File: config.mk
export PLATFORM = sky130hd
export DESIGN_NAME = fetch_ctrl
export DESIGN_NICKNAME = d
export VERILOG_FILES = /design/src/rtl/cpu_pkg.sv /design/src/rtl/fetch_skid.sv /design/src/rtl/fetch_ctrl.sv
export SDC_FILE = /design/constraint.sdc
export NUM_CORES = 1
export LEC_CHECK = 0
export CORE_MARGIN = 1
export CORE_UTILIZATION = 55
export DETAILED_ROUTE_END_ITERATION = 10
export DONT_BUFFER_PORTS = 1
export PLACE_DENSITY = 0.76
export SYNTH_ARGS = -nofsm -noshare
export SYNTH_HDL_FRONTEND = slang
export SYNTH_SLANG_ARGS = --single-unit
File: constraint.sdc
create_clock -name clk -period 7.8 [get_ports clk]
set_clock_uncertainty 0.15 [all_clocks]
set_input_delay 0.39 -clock clk [delete_from_list [all_inputs] [get_ports clk]]
set_output_delay 0.39 -clock clk [all_outputs]
set_load 0.01 [all_outputs]
File: src/rtl/cpu_pkg.sv
// Shared CPU definitions: fetch FSM state codes, PC defaults, instruction width and NOP encoding.
// Also defines the packed IF/ID entry type and the word-alignment helper used for redirect targets.
package cpu_pkg;

    localparam int INSTR_W = 32;

    localparam logic [31:0] RESET_PC_DEF = 32'h0000_0000;
    localparam logic [31:0] PC_STEP_DEF  = 32'd4;

    // ADDI x0,x0,0 -- what ID substitutes for an invalid IF/ID entry
    localparam logic [INSTR_W-1:0] NOP_INSTR = 32'h0000_0013;

    typedef logic [1:0] fetch_state_t;
    localparam fetch_state_t ST_IDLE  = 2'd0;
    localparam fetch_state_t ST_FETCH = 2'd1;
    localparam fetch_state_t ST_HOLD  = 2'd2;
    localparam fetch_state_t ST_REDIR = 2'd3;

    typedef struct packed {
        logic [INSTR_W-1:0] instr;
        logic [31:0]        pc;
    } ifid_ent_t;

    function automatic logic [31:0] align_word(input logic [31:0] addr);
        return addr & ~32'h3;
    endfunction

endpackage

File: src/rtl/fetch_skid.sv
// One-entry {instr, pc} buffer that parks a fetched word while ID is stalled.
// Load wins over drop; contents persist until the next load and only the valid bit is cleared on drop.
module fetch_skid
    import cpu_pkg::*;
(
    input  logic      clk,
    input  logic      rst,
    input  logic      i_load,
    input  logic      i_drop,
    input  ifid_ent_t i_ent,
    output logic      o_vld,
    output ifid_ent_t o_ent
);

    logic      r_vld;
    ifid_ent_t r_ent;

    always_ff @(posedge clk) begin
        if (rst) begin
            r_vld <= 1'b0;
            r_ent <= '0;
        end else if (i_load) begin
            r_vld <= 1'b1;
            r_ent <= i_ent;
        end else if (i_drop) begin
            r_vld <= 1'b0;
        end
    end

    assign o_vld = r_vld;
    assign o_ent = r_ent;

endmodule

File: src/rtl/fetch_ctrl.sv
// Fetch-stage sequencer: owns the PC, runs the imem request/ready handshake and drives the IF/ID register.
// Redirects discard in-flight words; a stall parks at most one word in the skid and stops requesting.
module fetch_ctrl
    import cpu_pkg::*;
#(
    parameter logic [31:0] RESET_PC = RESET_PC_DEF,
    parameter logic [31:0] PC_STEP  = PC_STEP_DEF
) (
    input  logic               clk,
    input  logic               rst,
    input  logic               PCSrc,
    input  logic [31:0]        pc_imm,
    input  logic               stall,
    output logic               imem_req,
    output logic [31:0]        imem_addr,
    input  logic               imem_ready,
    input  logic [INSTR_W-1:0] imem_rdata,
    output logic [31:0]        pc,
    output logic               if_valid,
    output logic [INSTR_W-1:0] if_instr,
    output logic [31:0]        if_pc
);

    fetch_state_t r_state;
    fetch_state_t w_state_nxt;
    logic [31:0]  r_pc;
    logic [31:0]  w_pc_nxt;
    logic [31:0]  r_redir_pc;
    logic [31:0]  w_redir_nxt;
    logic         r_if_vld;
    logic         w_if_vld_nxt;
    ifid_ent_t    r_ifid;
    ifid_ent_t    w_ifid_nxt;

    logic         w_skid_load;
    logic         w_skid_drop;
    logic         w_skid_vld;
    ifid_ent_t    w_skid_in;
    ifid_ent_t    w_skid_ent;
    logic [31:0]  w_target;

    assign w_target       = align_word(pc_imm);
    assign w_skid_in.instr = imem_rdata;
    assign w_skid_in.pc    = r_pc;

    fetch_skid u_skid (
        .clk    (clk),
        .rst    (rst),
        .i_load (w_skid_load),
        .i_drop (w_skid_drop),
        .i_ent  (w_skid_in),
        .o_vld  (w_skid_vld),
        .o_ent  (w_skid_ent)
    );

    always_comb begin
        w_state_nxt  = r_state;
        w_pc_nxt     = r_pc;
        w_redir_nxt  = r_redir_pc;
        w_ifid_nxt   = r_ifid;
        w_skid_load  = 1'b0;
        w_skid_drop  = 1'b0;
        // Flush beats hold beats bubble; a delivery below overrides the bubble
        if (PCSrc)
            w_if_vld_nxt = 1'b0;
        else if (stall)
            w_if_vld_nxt = r_if_vld;
        else
            w_if_vld_nxt = 1'b0;

        case (r_state)
            ST_IDLE: w_state_nxt = ST_FETCH;
            ST_FETCH: begin
                if (PCSrc) begin
                    if (imem_ready) begin
                        w_pc_nxt = w_target;
                    end else begin
                        w_redir_nxt = w_target;
                        w_state_nxt = ST_REDIR;
                    end
                end else if (imem_ready) begin
                    w_pc_nxt = r_pc + PC_STEP;
                    if (stall) begin
                        w_skid_load = 1'b1;
                        w_state_nxt = ST_HOLD;
                    end else begin
                        w_if_vld_nxt     = 1'b1;
                        w_ifid_nxt.instr = imem_rdata;
                        w_ifid_nxt.pc    = r_pc;
                    end
                end
            end
            ST_HOLD: begin
                if (PCSrc) begin
                    w_skid_drop = 1'b1;
                    w_pc_nxt    = w_target;
                    w_state_nxt = ST_FETCH;
                end else if (!stall) begin
                    w_skid_drop  = 1'b1;
                    w_if_vld_nxt = w_skid_vld;
                    w_ifid_nxt   = w_skid_ent;
                    w_state_nxt  = ST_FETCH;
                end
            end
            ST_REDIR: begin
                // The address stays on the old PC until memory accepts, then the freshest target wins
                if (imem_ready) begin
                    w_pc_nxt    = PCSrc ? w_target : r_redir_pc;
                    w_state_nxt = ST_FETCH;
                end else if (PCSrc) begin
                    w_redir_nxt = w_target;
                end
            end
            default: w_state_nxt = ST_IDLE;
        endcase
    end

    always_ff @(posedge clk) begin
        if (rst) begin
            r_state    <= ST_IDLE;
            r_pc       <= RESET_PC;
            r_redir_pc <= '0;
            r_if_vld   <= 1'b0;
            r_ifid     <= '0;
        end else begin
            r_state    <= w_state_nxt;
            r_pc       <= w_pc_nxt;
            r_redir_pc <= w_redir_nxt;
            r_if_vld   <= w_if_vld_nxt;
            r_ifid     <= w_ifid_nxt;
        end
    end

    assign imem_req  = (r_state == ST_FETCH) || (r_state == ST_REDIR);
    assign imem_addr = r_pc;
    assign pc        = r_pc;
    assign if_valid  = r_if_vld;
    assign if_instr  = r_ifid.instr;
    assign if_pc     = r_ifid.pc;

endmodule

# After elaboration in Yosys (flattened, before gate mapping)
# Index checks and enable logic that the tools add are counted.
word_totals:
  register_bits: 196
  inputBits: 69
  out_inout_bits: 130
  wordCells: 79
op_classes:
  n_addsub: 1
  eq_ne: 17
  mux: 42
  reduce_logical: 10
op_table:
  columns: ["cell", "n"]
  rows:
  - ["$mux W64", 5]
  - ["$mux W32", 9]
  - ["$pmux W64 S2", 1]
  - ["$pmux W32 S3", 1]
  - ["$pmux W32 S2", 1]
  - ["$add A32 B3 Y32 const B", 1]
  - ["$ne A2 B2 Y1 const B", 10]
  - ["$mux W1", 16]
  - ["$mux W2", 7]
  - ["$ne A3 B3 Y1 const B", 4]
  - ["$pmux W2 S4", 1]
  - ["$reduce_and A4 Y1", 2]
  - ["$reduce_and A6 Y1", 1]
  - ["$reduce_bool A2 Y1", 3]
  - ["$reduce_and A5 Y1", 1]
  - ["$eq A2 B2 Y1 const B", 2]
  - ["$reduce_bool A3 Y1", 1]
  - ["$eq A2 B1 Y1 const B", 1]
  - ["$logic_not A2 Y1", 1]
  - ["$pmux W1 S2", 1]
  - ["$logic_or A1 B1 Y1", 1]

# Depth between registers and ports, before layout
logic_depth:
  depth_word: 6
  mapped_depth: 10
  depth_no_buf: 7

# Hierarchy
# From an unflattened synthesis, not the netlist that was laid out.
unflattened:
  hier_cells: 1021
  hier_area_um2: 9086.2
modules_own_cells:
  columns: ["module", "n_inst", "cells_each", "area_each_um2", "seq_area_each_um2"]
  rows:
  - ["fetch_ctrl", 1, 811, 6741.5, 2622.5]
  - ["fetch_skid", 1, 210, 2344.7, 1301.2]

# Worst setup path before layout
# No wires, ideal clock.
synth_timing:
  path_kind: "register to register"
  start: "register r_state[1]"
  end: "register r_pc[26], in the netlist imem_addr[26]"
  setup_time_ps: 74
  arrival_time_ps: 2246
  required_ps: 7576
  slack_ps: 5330
  path_stages_with_launch: 10
  path_buffers: 2
  period_less_slack_ps: 2470
  path_cell_list: "dfxtp_1 -> inv_1 -> ha_1 -> buf_6 -> o21ba_1 -> or3_1 -> clkbuf_2 -> or3_1 -> or4_1 -> a31oi_1"
synth_via:
  elab_chain_cells: 3
  word_cells_on_any_way: 9
  classes_between: "6 x eq/ne; 1 x mux; 2 x reduce/logical"
synth_lines:
  columns: ["element", "line", "rtl"]
  rows:
  - ["start, declared", "fetch_ctrl.sv:24", "fetch_state_t r_state;"]
  - ["start signal, assigned", "fetch_ctrl.sv:126", "r_state <= w_state_nxt;"]
  - ["$eq A2 B1 Y1 / $eq A2 B2 Y1 (equally long branches)", "fetch_ctrl.sv:71", "case (r_state)"]
  - ["$ne A2 B2 Y1 (no line) / $reduce_bool A3 Y1 (equally long branches)", null, null]
  - ["$reduce_and A4 Y1 (no line)", null, null]
  - ["end signal, assigned", "fetch_ctrl.sv:127", "r_pc <= w_pc_nxt;"]
  - ["end, declared", "fetch_ctrl.sv:26", "logic [31:0] r_pc;"]
# Parallel ways exist; a longest one is shown, timed or not.
# A chain may end at the register's enable or synchronous reset.

# Worst setup path after layout
layout_timing:
  start: "register r_state[0]"
  end: "register r_pc[4], in the netlist imem_addr[4]"
# The elaborated chain is that of the path after synthesis.

==> impl_metrics.toml <==
[status]
outcome = "finished clean"

[synth]
synth_cell_types = 55
yosysSeqAreaShare_pct = 43.6
async_flop_share_pct = 0
synthCells = 1114
ys_warn_count = 0
synth_fp_nets = 1188
synth_edf_count = 0
synthFlopType = "dfxtp_1"
avgSynthCellArea_sq_um = 8.08
syn_area_sq_um = 9000
ys_seq_elements = 196

[timing]
tightest_slew_ps = 1140
hold_viol = 0
min_period_ps = 3620
setup_viol = 0
finalSetupTns_ps = 0
timing.fmax_mhz = 276
rsz0062_at_grt = "false"
min_period_over_period_pct = 46.4
slew_viol_final = 0
maxSlewHeadroom_pct = 23.7

[min_path]
hp-class = "input pin to flip-flop"

[final_layout]
drive_above_1_share_pct = 4.62
antenna_cells = 0
final_cell_mix = "223 x nand2_1, 196 x dfxtp_1, 128 x a21oi_1, 89 x nor2_1, 72 x mux2i_1"
final_common_cell = "nand2_1"
fin_nets = 1144
syn_to_final_growth_pct = 11.4

[detailed_routing]
finalWirelength_um = 23300
drt_iter0_drc = 628
drc = 0
via_count = 7854
vias_per_cell = 6.05
antenna_left = 0
post_drt_wl_per_cell_um = 17.9
firstDrtPassIters = 5

[worst_setup_path]
crit_chain = "inv_1, ha_4, buf_4, or3_1, nor3b_1, a221o_1, a22oi_1, nor2_1"
required_ps = 7940
worstSetupEndpointType = "flip-flop"
slowest_delay_ps = 820
cp.arrival_ps = 3760
crit_type = "flip-flop to flip-flop"
cp-start-kind = "flip-flop"
worstPathMaxFanout = 58
cp_slowest_cell = "or3_1"

[global_routing]
antenna_found_initial = 0
grt_max_degree = 197
grt_overflow_total = 0
grt_pass1_wl_um = 36200
grt.total_usage_pct = 27.4
grt_pass1_vias = 6882

[placed_design]
port_buffers = 0
gp_congestion = 0.823
dp.final_hpwl_um = 13700

[cts]
clkTransAtPathRegs_ps = 70
clk-insertion-delay-late_ps = 430
cts_max_level = 4
cts_tree = "yes"
cts_resized = 0
cts_buffers = 17
clock_sinks = 196
cts-root-buf = "clkbuf_16"
cts_buffer_depth = 2

[floorplan]
fp.dieH_um = 130
coreArea_sq_um = 15900
die_w_um = 130
row_count = 46
start_util_pct = 56.4
die_area_sq_um = 16900
io_pins = 199

[pwr]
p_total_uw = 2450
power_density_nw_per_um2 = 245
power_leakage_uw = 0.00318
max-vdd-ir-drop_mv = 0.149

[run]
drv_cap = 0
==> synth_stat cells (11+ instances only) <==
master | count | area share (%)
clkbuf_1 | 92 | 3.8
dfxtp_1 | 196 | 44
nor2_1 | 89 | 3.7
o21ai_0 | 31 | 1.7
buf_4 | 33 | 2.8
nand2_1 | 223 | 9.3
a211oi_1 | 68 | 5.7
nand4_1 | 14 | 0.97
a21oi_1 | 128 | 7.1
mux2i_1 | 72 | 8.0
a31oi_1 | 11 | 0.76
a22oi_1 | 16 | 1.3
==> through the flow <==
step | util [%] | hold slack, ps | instances | instance area, sq um | worst slack, ps
CTS | 62.8 | 7.80 | 1299 | 10000 | 4170
detailed placement | 54.7 | 290 | 1202 | 8720 | 4220
finish | 62.8 | 28.6 | 1299 | 10000 | 4180
global placement | 54.7 | 285 | 1202 | 8720 | 4260
global route | 62.8 | 28.6 | 1299 | 10000 | 3940
floorplan | - | 284 | 1114 | 9000 | 5330
==> state kept, by name (all words and copies together), names as in the netlist <==
name	cells
if_instr	32
if_pc	32
if_valid	1
imem_addr	32
r_redir_pc	32
r_state	2
u_skid.o_ent	64
u_skid.o_vld	1
==> where the power goes <==
part	internal [uW]	switching [uW]	total, uW
Clock	558	385	943
Sequential	1060	117	1170
Combinational	138	199	336
==> metal layers <==
metal / vias up / track usage (%) / part of all wire, %
li1: 3813 / - / -
met3: 23 / 7.38 / 9.5
met1: 3704 / 35.6 / 43
met4: 0 / 8.34 / 1.2
met5: - / 0 / 0
met2: 314 / 44.4 / 46
==> critical path, delay by kind of cell, from the launching register on <==
kind / cells / cell delay [ps]
AO/OA/AOI/OAI: 2 / 470
adder cells (fa/ha/maj): 1 / 500
buffers and inverters: 2 / 970
flip-flops: 1 / 330
AND/OR/NAND/NOR: 3 / 990
==> worst paths after layout <==
kind | from | to | slack (ps) | cells past startpoint
min | pc_imm[23] | imem_addr[23]$_SDFFE_PP0P_ | 30 | 2
max reg2reg | r_state[0]$_SDFFE_PP0P_ | imem_addr[4]$_SDFFE_PP0P_ | 4180 | 8
min reg2reg | u_skid.o_ent[31]$_SDFFE_PP0P_ | u_skid.o_ent[31]$_SDFFE_PP0P_ | 300 | 2
max | r_state[0]$_SDFFE_PP0P_ | imem_addr[4]$_SDFFE_PP0P_ | 4180 | 8
==> repair_timing <==
| action | CTS | global route |
|---|---|---|
| hold endpoints to repair | 196 | 0 |
| hold buffers | 65 | 0 |
| buffers inserted | 0 | 0 |
==> final cells by class <==
type | count | area, sq um
clock buffer | 22 | 464
fill | 1371 | 5920
clock inverter | 10 | 171
tap | 216 | 270
sequential | 196 | 3920
timing repair buffer | 74 | 736
multi-input combinational | 771 | 4420
inverter | 10 | 37.5
==> cell families after synthesis <==
family,share of synthesized area (%)
AND/OR/NAND/NOR,18.1
AO/OA/AOI/OAI,21.5
flip-flops,43.6
buffers and inverters,7.69
multiplexers,8.14
adder cells (fa/ha/maj),0.695
XOR/XNOR,0.292
Power figures use the tool's default switching activity.
